`src/rtl/temperature_pkg.sv`:
```
// Shared constants for the temperature averaging path.
// The block size and the downstream divider shift both come from here, so they cannot diverge.
`default_nettype none

package temperature_pkg;

  localparam int TEMP_SAMPLE_W     = 16;
  localparam int TEMP_LOG2_SAMPLES = 6;
  localparam int TEMP_SUM_W        = 32;

endpackage : temperature_pkg

`default_nettype wire

```
`src/rtl/temperature_sample_accumulator_if.sv`:
```
// Sample-in / block-sum-out handshake bundle for the temperature accumulator.
// The slave modport is the accumulator's view; the master modport is its environment's view.
`default_nettype none

interface temperature_sample_accumulator_if
  import temperature_pkg::*;
#(
  parameter int SAMPLE_W     = TEMP_SAMPLE_W,
  parameter int LOG2_SAMPLES = TEMP_LOG2_SAMPLES,
  parameter int SUM_W        = TEMP_SUM_W
);

  logic                    in_valid;
  logic                    in_ready;
  logic [SAMPLE_W-1:0]     in_sample;
  logic                    out_valid;
  logic                    out_ready;
  logic [SUM_W-1:0]        out_sum;
  logic [LOG2_SAMPLES-1:0] sample_cnt;

  modport slave (
    input  in_valid,
    input  in_sample,
    input  out_ready,
    output in_ready,
    output out_valid,
    output out_sum,
    output sample_cnt
  );

  modport master (
    output in_valid,
    output in_sample,
    output out_ready,
    input  in_ready,
    input  out_valid,
    input  out_sum,
    input  sample_cnt
  );

endinterface : temperature_sample_accumulator_if

`default_nettype wire

```
`src/rtl/temperature_sample_accumulator.sv`:
```
// Sums blocks of 2**LOG2_SAMPLES unsigned samples and hands each block sum downstream.
// Only the block-completing sample stalls while an earlier sum is still pending.
`default_nettype none

module temperature_sample_accumulator
  import temperature_pkg::*;
#(
  parameter int SAMPLE_W     = TEMP_SAMPLE_W,
  parameter int LOG2_SAMPLES = TEMP_LOG2_SAMPLES,
  parameter int SUM_W        = TEMP_SUM_W
) (
  input  wire logic                         clk,
  input  wire logic                         reset,
  input  wire logic                         clear,
  temperature_sample_accumulator_if.slave   bus
);

  generate
    if (SUM_W < SAMPLE_W + LOG2_SAMPLES) begin : g_width_check
      $error("temperature_sample_accumulator: SUM_W too narrow for a full block sum");
    end
  endgenerate

  localparam logic [LOG2_SAMPLES-1:0] LAST_CNT = {LOG2_SAMPLES{1'b1}};

  logic [SUM_W-1:0]        acc_q, acc_d;
  logic [LOG2_SAMPLES-1:0] sample_cnt_q, sample_cnt_d;
  logic                    out_valid_q, out_valid_d;
  logic [SUM_W-1:0]        out_sum_q, out_sum_d;

  logic                    last_sample;
  logic                    in_ready;
  logic                    accept;
  logic [SUM_W-1:0]        sample_ext;
  logic [SUM_W-1:0]        acc_next;

  assign last_sample = (sample_cnt_q == LAST_CNT);
  // Stall only the completing sample, and only if the pending sum is not being drained now.
  assign in_ready    = !(last_sample && out_valid_q && !bus.out_ready);
  assign accept      = bus.in_valid && in_ready && !clear;
  assign sample_ext  = {{(SUM_W-SAMPLE_W){1'b0}}, bus.in_sample};
  assign acc_next    = acc_q + sample_ext;

  always_comb begin
    acc_d        = acc_q;
    sample_cnt_d = sample_cnt_q;
    out_valid_d  = out_valid_q;
    out_sum_d    = out_sum_q;

    if (out_valid_q && bus.out_ready) begin
      out_valid_d = 1'b0;
    end

    if (clear) begin
      acc_d        = '0;
      sample_cnt_d = '0;
    end else if (accept) begin
      if (last_sample) begin
        // A new sum overrides the drain above, so a simultaneous drain+load has no bubble.
        out_sum_d    = acc_next;
        out_valid_d  = 1'b1;
        acc_d        = '0;
        sample_cnt_d = '0;
      end else begin
        acc_d        = acc_next;
        sample_cnt_d = sample_cnt_q + 1'b1;
      end
    end
  end

  always_ff @(posedge clk or posedge reset) begin
    if (reset) begin
      acc_q        <= '0;
      sample_cnt_q <= '0;
      out_valid_q  <= 1'b0;
      out_sum_q    <= '0;
    end else begin
      acc_q        <= acc_d;
      sample_cnt_q <= sample_cnt_d;
      out_valid_q  <= out_valid_d;
      out_sum_q    <= out_sum_d;
    end
  end

  assign bus.in_ready   = in_ready;
  assign bus.out_valid  = out_valid_q;
  assign bus.out_sum    = out_sum_q;
  assign bus.sample_cnt = sample_cnt_q;

endmodule : temperature_sample_accumulator

`default_nettype wire

```
`src/flat_wrapper.sv`:
```
// flat-port wrapper written by rule: the top's interface ports become plain ports
module temperature_sample_accumulator_flat import temperature_pkg::*;
#(
  parameter int SAMPLE_W     = TEMP_SAMPLE_W,
  parameter int LOG2_SAMPLES = TEMP_LOG2_SAMPLES,
  parameter int SUM_W        = TEMP_SUM_W
)
  (clk, reset, clear, bus_in_valid, bus_in_sample, bus_out_ready, bus_in_ready, bus_out_valid, bus_out_sum, bus_sample_cnt);
  temperature_sample_accumulator_if #(.SAMPLE_W(SAMPLE_W), .LOG2_SAMPLES(LOG2_SAMPLES), .SUM_W(SUM_W)) bus_i ();
  input  wire logic clk;
  input  wire logic reset;
  input  wire logic clear;
  input wire logic [$bits(bus_i.in_valid)-1:0] bus_in_valid;
  input wire logic [$bits(bus_i.in_sample)-1:0] bus_in_sample;
  input wire logic [$bits(bus_i.out_ready)-1:0] bus_out_ready;
  output wire logic [$bits(bus_i.in_ready)-1:0] bus_in_ready;
  output wire logic [$bits(bus_i.out_valid)-1:0] bus_out_valid;
  output wire logic [$bits(bus_i.out_sum)-1:0] bus_out_sum;
  output wire logic [$bits(bus_i.sample_cnt)-1:0] bus_sample_cnt;
  assign bus_i.in_valid = bus_in_valid;
  assign bus_i.in_sample = bus_in_sample;
  assign bus_i.out_ready = bus_out_ready;
  assign bus_in_ready = bus_i.in_ready;
  assign bus_out_valid = bus_i.out_valid;
  assign bus_out_sum = bus_i.out_sum;
  assign bus_sample_cnt = bus_i.sample_cnt;
  temperature_sample_accumulator #(.SAMPLE_W(SAMPLE_W), .LOG2_SAMPLES(LOG2_SAMPLES), .SUM_W(SUM_W)) u_core (.clk(clk), .reset(reset), .clear(clear), .bus(bus_i));
endmodule
```
`config.mk`:
```
export PLATFORM = sky130hd
export DESIGN_NAME = temperature_sample_accumulator_flat
export DESIGN_NICKNAME = d
export VERILOG_FILES = /design/src/rtl/temperature_pkg.sv /design/src/rtl/temperature_sample_accumulator_if.sv /design/src/rtl/temperature_sample_accumulator.sv /design/src/flat_wrapper.sv
export SDC_FILE = /design/constraint.sdc
export NUM_CORES = 1
export LEC_CHECK = 0
export BUFFER_PORTS_ARGS = -buffer_cell sky130_fd_sc_hd__buf_2
export CORE_ASPECT_RATIO = 2
export CORE_MARGIN = 2
export CORE_UTILIZATION = 40
export CTS_CLUSTER_SIZE = 12
export DETAILED_ROUTE_END_ITERATION = 6
export PLACE_DENSITY = 0.65
export SETUP_SLACK_MARGIN = 0.02
export SKIP_CTS_REPAIR_TIMING = 1
export SLEW_MARGIN = 10
export SYNTH_ARGS = -nofsm -noshare
export SYNTH_HDL_FRONTEND = slang
export SYNTH_SLANG_ARGS = --single-unit
```
`constraint.sdc`:
```
create_clock -name clk -period 2.58 [get_ports clk]
set_input_delay 0.258 -clock clk [delete_from_list [all_inputs] [get_ports clk]]
set_output_delay 0.258 -clock clk [all_outputs]
set_load 0.05 [all_outputs]
```
Word level (Yosys, flattened, before mapping):

Cells that the tools add are included.
W data, S select, Z words.

* memory bits (writable): 0
* bits in registers: 71
* memories kept: 0
* logic and storage cells: 28
* bits of input ports: 21
* memory bits (read-only): 0
* output and inout port bits: 40
* bits in latches: 0

* reduce and logical (&&, ||, !) cells: 10
* multiply operators: 0
* div/mod/pow operators: 0
* add/subtract/negate cells: 2
* mux-type cells: 10
* shift operators: 0
* magnitude comparators: 0
* equal/unequal tests: 1
* bitwise logic cells: 1

Operators with widths (number)
* $mux W32: 3
* $add A32 B16 Y32: 1
* $mux W6: 3
* $add A6 B1 Y6 const B: 1
* $eq A6 B6 Y1 const B: 1
* $logic_and A1 B1 Y1: 5
* $mux W1: 4
* $logic_not A1 Y1: 3
* $reduce_and A3 Y1: 1
* $reduce_bool A2 Y1: 1
* $not A1 Y1: 1

Logic depth before layout (Yosys ltp):

* depth after elaboration: 8
* mapped depth: 10
* gate-level depth less buffers: 9

Least setup slack after synthesis:

OpenSTA, ideal clock, no wires.

* path kind: reg-to-reg
* from: register u_core.sample_cnt_q[0] (netlist: u_core.bus.sample_cnt[0])
* to: register u_core.acc_q[17]
* arrival: 2.469 ns
* data required time: 2.459 ns
* stages on the path, launching flop included: 9
* path slack: -0.010 ns
* library setup time: 0.121 ns
* cell sequence: dfrtp_1 -> ha_1 -> and3_1 -> and3_1 -> nand2_1 -> a21o_1 -> clkbuf_1 -> o21ai_0 -> a22o_1

* longest elaborated chain between the ends: 7
* elaborated cells between the ends (all ways): 10
* classes of those cells: 1 x eq/ne; 3 x mux; 6 x reduce/logical

RTL lines
* from (decl): RTL line temperature_sample_accumulator.sv:27 `logic [LOG2_SAMPLES-1:0] sample_cnt_q, sample_cnt_d;`
* from (signal assigned): RTL line temperature_sample_accumulator.sv:79 `sample_cnt_q <= sample_cnt_d;`
* $eq A6 B6 Y1: RTL line temperature_sample_accumulator.sv:37 `assign last_sample = (sample_cnt_q == LAST_CNT);`
* $logic_and A1 B1 Y1 (2 in series): RTL line temperature_sample_accumulator.sv:39 `assign in_ready = !(last_sample && out_valid_q && !bus.out_ready);`
* $logic_not A1 Y1: RTL line temperature_sample_accumulator.sv:39
* net bus_in_ready: RTL line flat_wrapper.sv:16 `output wire logic [$bits(bus_i.in_ready)-1:0] bus_in_ready;`
* $logic_and A1 B1 Y1 (2 in series): RTL line temperature_sample_accumulator.sv:40 `assign accept = bus.in_valid && in_ready && !clear;`
* $reduce_bool A2 Y1 (no source line)
* to (signal assigned): RTL line temperature_sample_accumulator.sv:73 `acc_q <= '0;`
* to (signal assigned): RTL line temperature_sample_accumulator.sv:78 `acc_q <= acc_d;`
* to (decl): RTL line temperature_sample_accumulator.sv:26 `logic [SUM_W-1:0] acc_q, acc_d;`

The timed path passes the listed nets, and every way through them passes these cells. The select of a mux whose other input is x is not followed.
A chain may end at the register's enable or synchronous reset.

Worst setup path after layout:

* from: register u_core.acc_q[0]
* to: register u_core.out_sum_q[10] (netlist: u_core.bus.out_sum[10])

* longest elaborated chain between the ends: 1

RTL lines
* $add A32 B16 Y32: RTL line temperature_sample_accumulator.sv:42 `assign acc_next = acc_q + sample_ext;`
* to (signal assigned): RTL line temperature_sample_accumulator.sv:81 `out_sum_q <= out_sum_d;`
* to (decl): RTL line temperature_sample_accumulator.sv:29 `logic [SUM_W-1:0] out_sum_q, out_sum_d;`

Every way passes these cells.

==> flow_summary_export.csv <==
group,metric,value,unit
clock_tree,cts_max_level,3,
critical_path,critPathKind,"flip-flop to flip-flop",
critical_path,critical_path.reg2reg.endpoint,"u_core.bus.out_sum[10]",
floorplanning,dieWidth,74.3,µm
job,cap_violations,0,
sta,fin_tns_setup,0,ns
yosys,synth-warning-count,0,
min_path,worst_hold_path_type,"primary input to async pin",
critical_path,timing.reg2reg.setup_slack,0.14,ns
sta,worst_clock_skew,0.00650,ns
critical_path,end_kind,"flip-flop",
critical_path,crit_slowest_cell,"sky130_fd_sc_hd__dfrtp_1",
clock_tree,cts.path.max_buffers,2,
yosys,post_synth_design_cell_area,3950,µm²
power_and_ir_drop,vdd_drop_max,0.000372,V
clock_tree,total_clock_sinks,71,
placed_design,place.gp.congestion,0.805,
sta,layout_worst_path_cycle_share,94.5,%
drt,dr.first_iter.drc_count,187,
critical_path,largest_fanout_on_the_critical_path,3,
floorplanning,ios,61,
global_route,grt_pass1_vias,3545,
cells_and_area,nNetsFinal,543,
sta,worstMarginPinSlew,0.477,ns
yosys,ys_seq_area_share,45.0,%
critical_path,critical_path.cell_chain,"ha_1 > fa_2 > a21o_1 > nand3_1 > a31oi_2 > buf_4 > nor2b_1 > o21ai_0 > xor2_1 > mux2_2",
clock_tree,clk-insertion-delay-late,0.34,ns
global_route,maximum_number_of_pins_on_one_net_before_global_route_repair,72,
yosys,synth-edff-count,0,
power_and_ir_drop,power_density,647,nW/µm²
clock_tree,worst_setup_hold_path_clk_slew,0.06,ns
drt,wl_per_cell,16.1,µm
run_status,status,"complete, but fails checks",
critical_path,r2r.worst_path.cells,10,
sta,rsz0062_at_grt,"false",
yosys,synthFlopType,"sky130_fd_sc_hd__dfrtp_1",
critical_path,r2r_start,"u_core.acc_q[0]",
yosys,post_synth_num_cell_types,49,
critical_path,start_kind,"flip-flop",
critical_path,cp_slowest_stage_delay,0.38,ns
cells_and_area,antenna_cell_count,0,
critical_path,setup.worst_path.start,"u_core.acc_q[0]",
placed_design,detailed_place_hpwl,7.54,mm
floorplanning,initial_core_utilization,40.7,%
critical_path,cp_data_arrival_time,2.66,ns
sta,pnr_worst_setup_slack,0.141,ns
floorplanning,die_h,145,µm
sta,timing_max_transition_violations_final,0,
drt,drt_pre_antenna_iters,4,
floorplanning,dieArea,10700,µm²
global_route,grt_remaining_overflow,0,
drt,vias,3440,
critical_path,cp_data_required_time,2.80,ns
yosys,postSynthCellCount,428,
drt,ant_nets,0,
sta,min_period,2.44,ns
clock_tree,cts-buffers-inserted,9,
drt,via_per_inst,5.37,
run_status,failed_checks,"hold timing",
yosys,ys_ff_latch,71,
clock_tree,clock_tree.root_cell,"sky130_fd_sc_hd__clkbuf_16",
sta,hold_violations,12,
drt,route.detailed.drc,0,
cells_and_area,drive_gt1_share,24.6,%
placed_design,dp_worst_setup_slack,0.0337,ns
drt,detail_route.wirelength,10.3,mm
global_route,gr-usage-all-layers,20.3,%
yosys,ys_async_sr_fraction,100,%
sta,fmaxAchievable,410,MHz
cells_and_area,synthToLayoutAreaGrowth,24.0,%
floorplanning,fp.coreArea,9700,µm²
sta,max_slew_margin,67.9,%
power_and_ir_drop,leakagePower,2.39,nW
floorplanning,rows,51,
yosys,synth_fp_nets,467,
yosys,synth_area_per_cell,9.23,µm²
placed_design,port-buffer-count,60,
sta,setup_viol_count_final,0,
clock_tree,cts_tree,"built",
cells_and_area,post-route-util,50.5,%
sta,finalHoldWorstSlack,-0.0162,ns
global_route,antenna_found_initial,0,
global_route,wire_length_of_the_first_global_routing_pass,16.6,mm
cells in the final DEF (no fill, tap or decap), drive strengths merged, types with 2 or more instances in the layout:
cell type  netlist  routed
nor2            18      18
nor2b            4       4
buf              2      85
nand3           16      16
o211a            2       2
nand2           87      87
xor2             7       7
o2111ai          2       2
dfrtp           71      71
o21a             3       3
or3              2       2
nor4             5       5
inv              3       3
o211ai           2       2
clkbuf          18      13
mux2             4       4
nand2b           2       2
nor3             4       4
ha              17      17
o21ba            2       2
and3             6       6
xnor2           23      23
a21oi           26      26
and2             6       6
a31oi            7       7
o21ai           42      42
nand4            7       7
a22o            19      19
a21o            10      10
critical path, delay by kind of cell (launching register included):
kind	cells	cell delay (ns)
AO/OA/AOI/OAI	3	0.46
XOR/XNOR	1	0.18
adder cells (fa/ha/maj)	2	0.58
buffers and inverters	1	0.16
flip-flops	1	0.38
multiplexers	1	0.27
AND/OR/NAND/NOR	2	0.29
routing by layer:
metal | vias to the layer above | global-route usage, % | part of all wire (%)
li1 | 1674 | - | -
met1 | 1651 | 20.2 | 37
met2 | 89 | 38.8 | 56
met3 | 26 | 3.55 | 3.4
met4 | 0 | 9.87 | 3.3
met5 | - | 0 | 0
cell type report:
| type | instances | area (µm²) |
|---|---|---|
| Inverter | 3 | 11.3 |
| Fill cell | 936 | 4800 |
| Clock buffer | 13 | 250 |
| Multi-Input combinational cell | 334 | 2150 |
| Sequential cell | 71 | 1780 |
| Timing Repair Buffer | 85 | 504 |
| Clock inverter | 3 | 42.5 |
| Tap cell | 132 | 165 |
sequential cells by signal (all words and copies together) (netlist names):
register,cells
u_core.acc_q,32
u_core.bus.sample_cnt,6
u_core.bus.out_sum,32
u_core.bus.out_valid,1
cell families (layout without fill, tap and decap cells):
logic type	count (synthesis)	after routing	synth area share [%]
and+or+nand+nor	159	159	18.6
AOI/OAI and AO/OA	122	122	20.2
DFF	71	71	45.0
xor gates and xnor gates	30	30	6.65
buffers and inverters	23	104	2.31
adders and majority gates	18	18	5.89
muxes	5	5	1.39
power by group:
part / leakage, nW / switching [mW] / internal [mW]
Combinational: 1.28 / 0.416 / 0.291
Clock: 0.140 / 0.471 / 0.774
Sequential: 0.972 / 0.0490 / 1.17
Total: 2.39 / 0.936 / 2.23
through the flow:
| step | hold WS (ns) | power, mW | cells | area, µm² |
|---|---|---|---|---|
| 3_5_place_dp | 0.373 | 1.91 | 624 | 4530 |
| 2_1_floorplan | 0.321 | 1.69 | 428 | 3950 |
| 3_3_place_gp | 0.368 | 1.89 | 624 | 4530 |
| 6_report | -0.0162 | 3.17 | 641 | 4900 |
| 4_1_cts | 0.0130 | 3.16 | 640 | 4830 |
| 5_1_grt | 0.0278 | 3.32 | 641 | 4900 |
Yosys cell counts, types with 6 or more instances:
library cell,number,area [µm²]
sky130_fd_sc_hd__nand2_1,87,327
sky130_fd_sc_hd__dfrtp_1,71,1780
sky130_fd_sc_hd__o21ai_0,40,200
sky130_fd_sc_hd__a21oi_1,25,125
sky130_fd_sc_hd__xnor2_1,23,201
sky130_fd_sc_hd__a22o_1,18,158
sky130_fd_sc_hd__nor2_1,18,67.6
sky130_fd_sc_hd__ha_1,17,213
sky130_fd_sc_hd__clkbuf_1,16,60.1
sky130_fd_sc_hd__nand3_1,16,80.1
sky130_fd_sc_hd__a21o_1,10,75.1
sky130_fd_sc_hd__a31oi_1,7,43.8
sky130_fd_sc_hd__xor2_1,7,61.3
sky130_fd_sc_hd__nand4_1,6,37.5
worst max-delay path by stage:
stage / endpoint / cells after the start
5_1_grt: u_core.bus.out_sum[10] / 10
3_3_place_gp: u_core.bus.out_sum[30] / 11
3_5_place_dp: u_core.bus.out_sum[30] / 11
2_1_floorplan: u_core.acc_q[17] / 8
4_1_cts: u_core.acc_q[30] / 9
6_report: u_core.bus.out_sum[10] / 10
No activity file was read; power rests on OpenSTA's default activity.
